$ cat src/rtl/mem_ls_stage.sv
// MEM stage: latches EX results, performs one load/store per instruction on a
// req/addr_ok/data_ok bus, extracts load lanes, and feeds WB plus ID forwarding.
module mem_ls_stage #(
    parameter int AW = 32,
    parameter int DW = 32
) (
    input  logic          clk,
    input  logic          resetn,
    input  logic [5:0]    stall,
    input  logic [31:0]   ex_pc,
    input  logic          ex_mem_en,
    input  logic [3:0]    ex_mem_wen,
    input  logic [AW-1:0] ex_mem_addr,
    input  logic [DW-1:0] ex_mem_wdata,
    input  logic [4:0]    ex_load_sel,
    input  logic          ex_rf_we,
    input  logic [4:0]    ex_rf_waddr,
    input  logic [DW-1:0] ex_result,
    output logic          data_req,
    output logic          data_wr,
    output logic [3:0]    data_wstrb,
    output logic [AW-1:0] data_addr,
    output logic [DW-1:0] data_wdata,
    input  logic          data_addr_ok,
    input  logic          data_data_ok,
    input  logic [DW-1:0] data_rdata,
    output logic          stallreq_for_mem,
    output logic [31:0]   wb_pc,
    output logic          wb_rf_we,
    output logic [4:0]    wb_rf_waddr,
    output logic [DW-1:0] wb_rf_wdata,
    output logic          fwd_we,
    output logic [4:0]    fwd_waddr,
    output logic [DW-1:0] fwd_wdata,
    output logic          fwd_load_pending
);

    typedef enum logic [1:0] {IDLE, REQ, RESP, DONE} state_t;

    state_t        state_q;
    logic [31:0]   pc_q;
    logic          mem_en_q;
    logic [3:0]    mem_wen_q;
    logic [AW-1:0] addr_q;
    logic [DW-1:0] wdata_q;
    logic [4:0]    load_sel_q;
    logic          rf_we_q;
    logic [4:0]    rf_waddr_q;
    logic [DW-1:0] result_q;
    logic [DW-1:0] rdata_q;

    logic capture;
    logic bubble;
    logic is_load;
    logic [DW-1:0] load_val;

    assign capture = ~stall[3];
    assign bubble  = stall[3] & ~stall[4];
    assign is_load = mem_en_q & (mem_wen_q == 4'b0000);

    // Lane mask bit3 selects lane0 (bits 7:0); unlisted masks read as zero.
    function automatic logic [31:0] lane_extract(input logic [31:0] w, input logic [4:0] sel);
        logic [31:0] r;
        r = '0;
        case (sel[3:0])
            4'b1111: r = w;
            4'b1100: r = {{16{sel[4] & w[15]}}, w[15:0]};
            4'b0011: r = {{16{sel[4] & w[31]}}, w[31:16]};
            4'b1000: r = {{24{sel[4] & w[7]}},  w[7:0]};
            4'b0100: r = {{24{sel[4] & w[15]}}, w[15:8]};
            4'b0010: r = {{24{sel[4] & w[23]}}, w[23:16]};
            4'b0001: r = {{24{sel[4] & w[31]}}, w[31:24]};
            default: r = '0;
        endcase
        return r;
    endfunction

    always_ff @(posedge clk or negedge resetn) begin
        if (!resetn) begin
            pc_q       <= '0;
            mem_en_q   <= 1'b0;
            mem_wen_q  <= '0;
            addr_q     <= '0;
            wdata_q    <= '0;
            load_sel_q <= '0;
            rf_we_q    <= 1'b0;
            rf_waddr_q <= '0;
            result_q   <= '0;
        end else if (bubble) begin
            pc_q       <= '0;
            mem_en_q   <= 1'b0;
            mem_wen_q  <= '0;
            addr_q     <= '0;
            wdata_q    <= '0;
            load_sel_q <= '0;
            rf_we_q    <= 1'b0;
            rf_waddr_q <= '0;
            result_q   <= '0;
        end else if (capture) begin
            pc_q       <= ex_pc;
            mem_en_q   <= ex_mem_en;
            mem_wen_q  <= ex_mem_wen;
            addr_q     <= ex_mem_addr;
            wdata_q    <= ex_mem_wdata;
            load_sel_q <= ex_load_sel;
            rf_we_q    <= ex_rf_we;
            rf_waddr_q <= ex_rf_waddr;
            result_q   <= ex_result;
        end
    end

    // Bus FSM keeps advancing while the stage is held; only a capture or bubble restarts it.
    always_ff @(posedge clk or negedge resetn) begin
        if (!resetn) begin
            state_q <= IDLE;
            rdata_q <= '0;
        end else if (bubble) begin
            state_q <= IDLE;
            rdata_q <= '0;
        end else if (capture) begin
            state_q <= ex_mem_en ? REQ : IDLE;
            rdata_q <= '0;
        end else begin
            case (state_q)
                REQ: begin
                    if (data_addr_ok) begin
                        if (data_data_ok) begin
                            state_q <= DONE;
                            if (is_load) rdata_q <= data_rdata;
                        end else begin
                            state_q <= RESP;
                        end
                    end
                end
                RESP: begin
                    if (data_data_ok) begin
                        state_q <= DONE;
                        if (is_load) rdata_q <= data_rdata;
                    end
                end
                default: state_q <= state_q;
            endcase
        end
    end

    assign data_req   = (state_q == REQ);
    assign data_wr    = |mem_wen_q;
    assign data_wstrb = mem_wen_q;
    assign data_addr  = {addr_q[AW-1:2], 2'b00};
    assign data_wdata = wdata_q;

    assign stallreq_for_mem = (state_q == REQ) | (state_q == RESP);

    assign load_val    = lane_extract(rdata_q, load_sel_q);
    assign wb_pc       = pc_q;
    assign wb_rf_we    = rf_we_q & ~stallreq_for_mem;
    assign wb_rf_waddr = rf_waddr_q;
    assign wb_rf_wdata = is_load ? load_val : result_q;

    assign fwd_we           = rf_we_q;
    assign fwd_waddr        = rf_waddr_q;
    assign fwd_wdata        = wb_rf_wdata;
    assign fwd_load_pending = is_load & rf_we_q & (state_q != DONE);

    logic unused_bits;
    assign unused_bits = ^{stall[5], stall[2:0], addr_q[1:0]};

endmodule

$ cat config.mk
export PLATFORM = sky130hd
export DESIGN_NAME = mem_ls_stage
export DESIGN_NICKNAME = d
export VERILOG_FILES = /design/src/rtl/mem_ls_stage.sv
export SDC_FILE = /design/constraint.sdc
export NUM_CORES = 1
export LEC_CHECK = 0
export CAP_MARGIN = 20
export CORE_MARGIN = 2
export CORE_UTILIZATION = 25
export CTS_CLUSTER_DIAMETER = 40
export DETAILED_ROUTE_END_ITERATION = 12
export PLACE_DENSITY = 0.57
export SYNTH_ARGS = -nofsm -noshare
export SYNTH_HDL_FRONTEND = slang
export SYNTH_SLANG_ARGS = --single-unit
$ cat constraint.sdc
create_clock -name clk -period 7.8 [get_ports clk]
set_clock_uncertainty 0.15 [all_clocks]
set_input_delay 0.78 -clock clk [delete_from_list [all_inputs] [get_ports clk]]
set_output_delay 0.78 -clock clk [all_outputs]
set_load 0.01 [all_outputs]
==> results by group <==
Die
  – Io pins: around 370
  – Core Area: 0.0316 mm2
  – Die ar.: between 0.03 and 0.04 mm2
  – Die Ht: between 150 and 200 um
  – Die extent in x: 184 um
  – Rows: 65
  – Initial Utilization: between 20% and 30%

Timing
  – Relative max-transition margin: 37.3%
  – Final Setup Violations: 0
  – Setup TNS: 0 ns
  – Fin crit period: 4.53 ns
  – Fmax: between 200 and 250 MHz
  – RSZ-0062 raised after global routing: no
  – Worst slew pin tran: approximately 0.94 ns
  – Slew Limit Fails: 0
  – Final hold vios: 0
  – Final Cycle Share: 58.0%
  – Final worst setup slack: 3.27 ns

Synthesis
  – Synth area leader: dfrtp_1
  – Synth Warn #: 0
  – #FFs+latches synth: around 180
  – Gate Count Post-Synth: between 900 and 1,000
  – Post-synthesis simple-gate area fraction: between 10 and 15%
  – Post-synthesis xor/xnor area fraction: 0%
  – Proportion of synthesized area in mux cells: less than 1%
  – Synth Area in Compound Gates: between 10% and 20%
  – Post-Synth Adder-Cell Area: less than 1%
  – Cell variety after synth: 37
  – Register area share after synthesis: a little over half
  – Synth top area share: a little over half
  – Largest family of logic cells by synthesized area: compound AO/OA/AOI/OAI gates
  – Synthesized area per cell: about 8.4 um2
  – Post-synthesis instance area: 0.00807 mm2
  – Main area contributors after synthesis: dfrtp_1, o21ai_0, nand2_1

Clock tree
  – Clock Latency Late Sink: around 0.44 ns
  – Clk pin slew, worst setup/hold paths: ~0.070 ns
  – Hold Buf Count CTS: 0
  – Total clock sinks: 176
  – CTS resizes: 0
  – CTS tree: built
  – H-tree depth: 4
  – Setup bufs post-CTS: 0
  – Root Driver: clkbuf_16
  – Clock Tree Buf Depth: 2
  – Total CTS buffers: 17

Power and ir drop
  – Pwr dens: between 150 and 200 mW/mm2
  – Seq pwr share: a little over two fifths
  – Worst vdd rail ir drop: about 0.00013 V
  – Logic gate share of total power: between 10% and 20%
  – Switching power share of the total: 27.5%
  – P_int: between 1.5 and 2 mW
  – Clock power frac: between 30% and 40%
  – LEAKAGE: around 5.5 nW
  – NetSw: around 0.65 mW

Min path
  – Worst min path class: in -> async

Routing
  – Post-Route WL: 27,400 um
  – DR iter-0 viols: between 300 and 400
  – Total number of vias: about 7,200
  – WL per Instance: approximately 16 um
  – Via/cell ratio: ~4.3
  – DR pass1 iterations: 7
  – Drt drc: 0
  – Antenna Violating Nets Remaining: 0

Setup path
  – Critical path buffers and inverters: 1
  – Critical Path AT: 3.60 ns
  – Crit path max-delay cell type: or4_1
  – Critical path launch point type: flop
  – Crit. End Element: output pin
  – Max incr delay on CP: approximately 0.78 ns
  – Worst-path cell chain: or4_1 > or2_2 > a21oi_1 > a22o_1 > clkdlybuf4s50_1
  – Delay-heaviest family, CP: simple AND/OR/NAND/NOR gates
  – Crit Path Category: reg -> out
  – Worst Path Required: 6.87 ns
  – Largest fanout on the critical path: 10

Finish
  – Synthesis-to-finish area growth: 52.6%
  – Nets: 1,438
  – Layout cells sized above 1: under 10%

GRT
  – Gr usage total: roughly 17%
  – Initial antenna violation count: 1
  – Grt total ovfl: 0
  – Vias in the first global route: between 7,000 and 8,000
  – First-pass GRT wire length: about 43,000 um
  – Pin count of the biggest net entering global routing: between 100 and 150

Job
  – Max-cap viol count: 0

Place
  – Place WS: 3.65 ns
  – Routability cong.: 0.771
  – Port bufs: between 300 and 400
  – Placed wire-length estimate: roughly 20,000 um

Outcome
  – Status: complete, no violations
[layout make-up]
cell class | count | area [um2]
timing repair buffer | 365 | 3650
clock inverter | 13 | 148
tap | 402 | 503
multi-input combinational | 535 | 2590
sequential | 176 | 4400
fill | 3285 | 19300
clock buffer | 19 | 443
inverter | 154 | 578
antenna | 1 | 2.50
[synthesized netlist by cell type, drive strengths merged]
master and instances:
o22a 1, nand2b 1, buf 45, or3b 2, o31ai 1, nand3 1
o41a 1, nor4b 3, and4 1, or4 1, o32ai 1, clkbuf 51
dfrtp 176, a22o 8, conb 1, inv 154, a222oi 8, mux2i 2
a21oi 28, nor3b 3, a311oi 1, o21ai 181, o21a 1, ha 3
nand3b 2, or2 3, o32a 8, and2 3, nor2b 2, nor2 27
nand2 239, a21o 1
[state kept, by name, indices dropped and copies added, names as in the netlist]
register    count
addr_q         30
fwd_we          1
data_wdata     32
result_q       32
load_sel_q      5
wb_pc          32
rdata_q        32
mem_en_q        1
fwd_waddr       5
data_wstrb      4
state_q         2
[layout by cell type (no fill, tap or decap), drive strengths merged, types with 8 or more instances in the layout]
master	netlist	routed
inv	154	160
dfrtp	176	176
a222oi	8	8
buf	45	9
a22o	8	8
clkdlybuf4s50	0	355
o21ai	181	181
o32a	8	8
nand2	239	239
nor2	27	27
a21oi	28	28
clkbuf	51	20
[power groups by stage]
stage | Sequential (mW) | Combinational, mW | Clock, mW
6_report | 1.02 | 0.455 | 0.891
5_1_grt | 1.03 | 0.499 | 0.956
4_1_cts | 1.02 | 0.463 | 0.916
3_5_place_dp | 1.04 | 0.461 | 0
3_3_place_gp | 1.03 | 0.459 | 0
2_1_floorplan | 1.04 | 0.164 | 0
[layer usage]
| metal | global-route usage, % | wire (um) | vias to the layer above |
|---|---|---|---|
| met4 | 5.31 | 607 | 0 |
| met1 | 20.0 | 11400 | 3378 |
| met5 | 0 | 0 | - |
| met3 | 7.88 | 2900 | 26 |
| met2 | 26.3 | 12500 | 293 |
| li1 | - | - | 3545 |
[cell families after synthesis]
group | Yosys count
AO/OA/AOI/OAI | 240
adder cells (fa/ha/maj) | 3
buffers and inverters | 250
flip-flops | 176
multiplexers | 2
other | 1
AND/OR/NAND/NOR | 288
[final timing paths]
| path | startpoint | end | slack, ns | depth (start not counted) |
|---|---|---|---|---|
| setup / recovery | data_wstrb[1] | fwd_wdata[2] | 3.27 | 5 |
| hold / removal | resetn | result_q[16] | 0.28 | 1 |
| setup reg to reg | data_wstrb[1] | rdata_q[4] | 5.31 | 5 |
| min in group clk | wb_pc[20] | wb_pc[20] | 0.33 | 2 |
| max in group asynchronous | resetn | wb_pc[9] | 5.65 | 2 |
| hold reg to reg | wb_pc[20] | wb_pc[20] | 0.33 | 2 |
[metrics by stage]
| stage | power, mW | std cells | hold slack [ns] | cell area [um2] | utilization [%] |
|---|---|---|---|---|---|
| CTS | 2.40 | 1662 | 0.332 | 12300 | 38.8 |
| global route | 2.48 | 1665 | 0.334 | 12300 | 38.9 |
| detailed placement | 1.50 | 1630 | 0.313 | 11700 | 37.0 |
| global placement | 1.49 | 1630 | 0.310 | 11700 | 37.0 |
| finish | 2.37 | 1665 | 0.280 | 12300 | 38.9 |
| floorplan | 1.21 | 961 | 0.296 | 8080 | - |
Power figures use the tool's default switching activity.
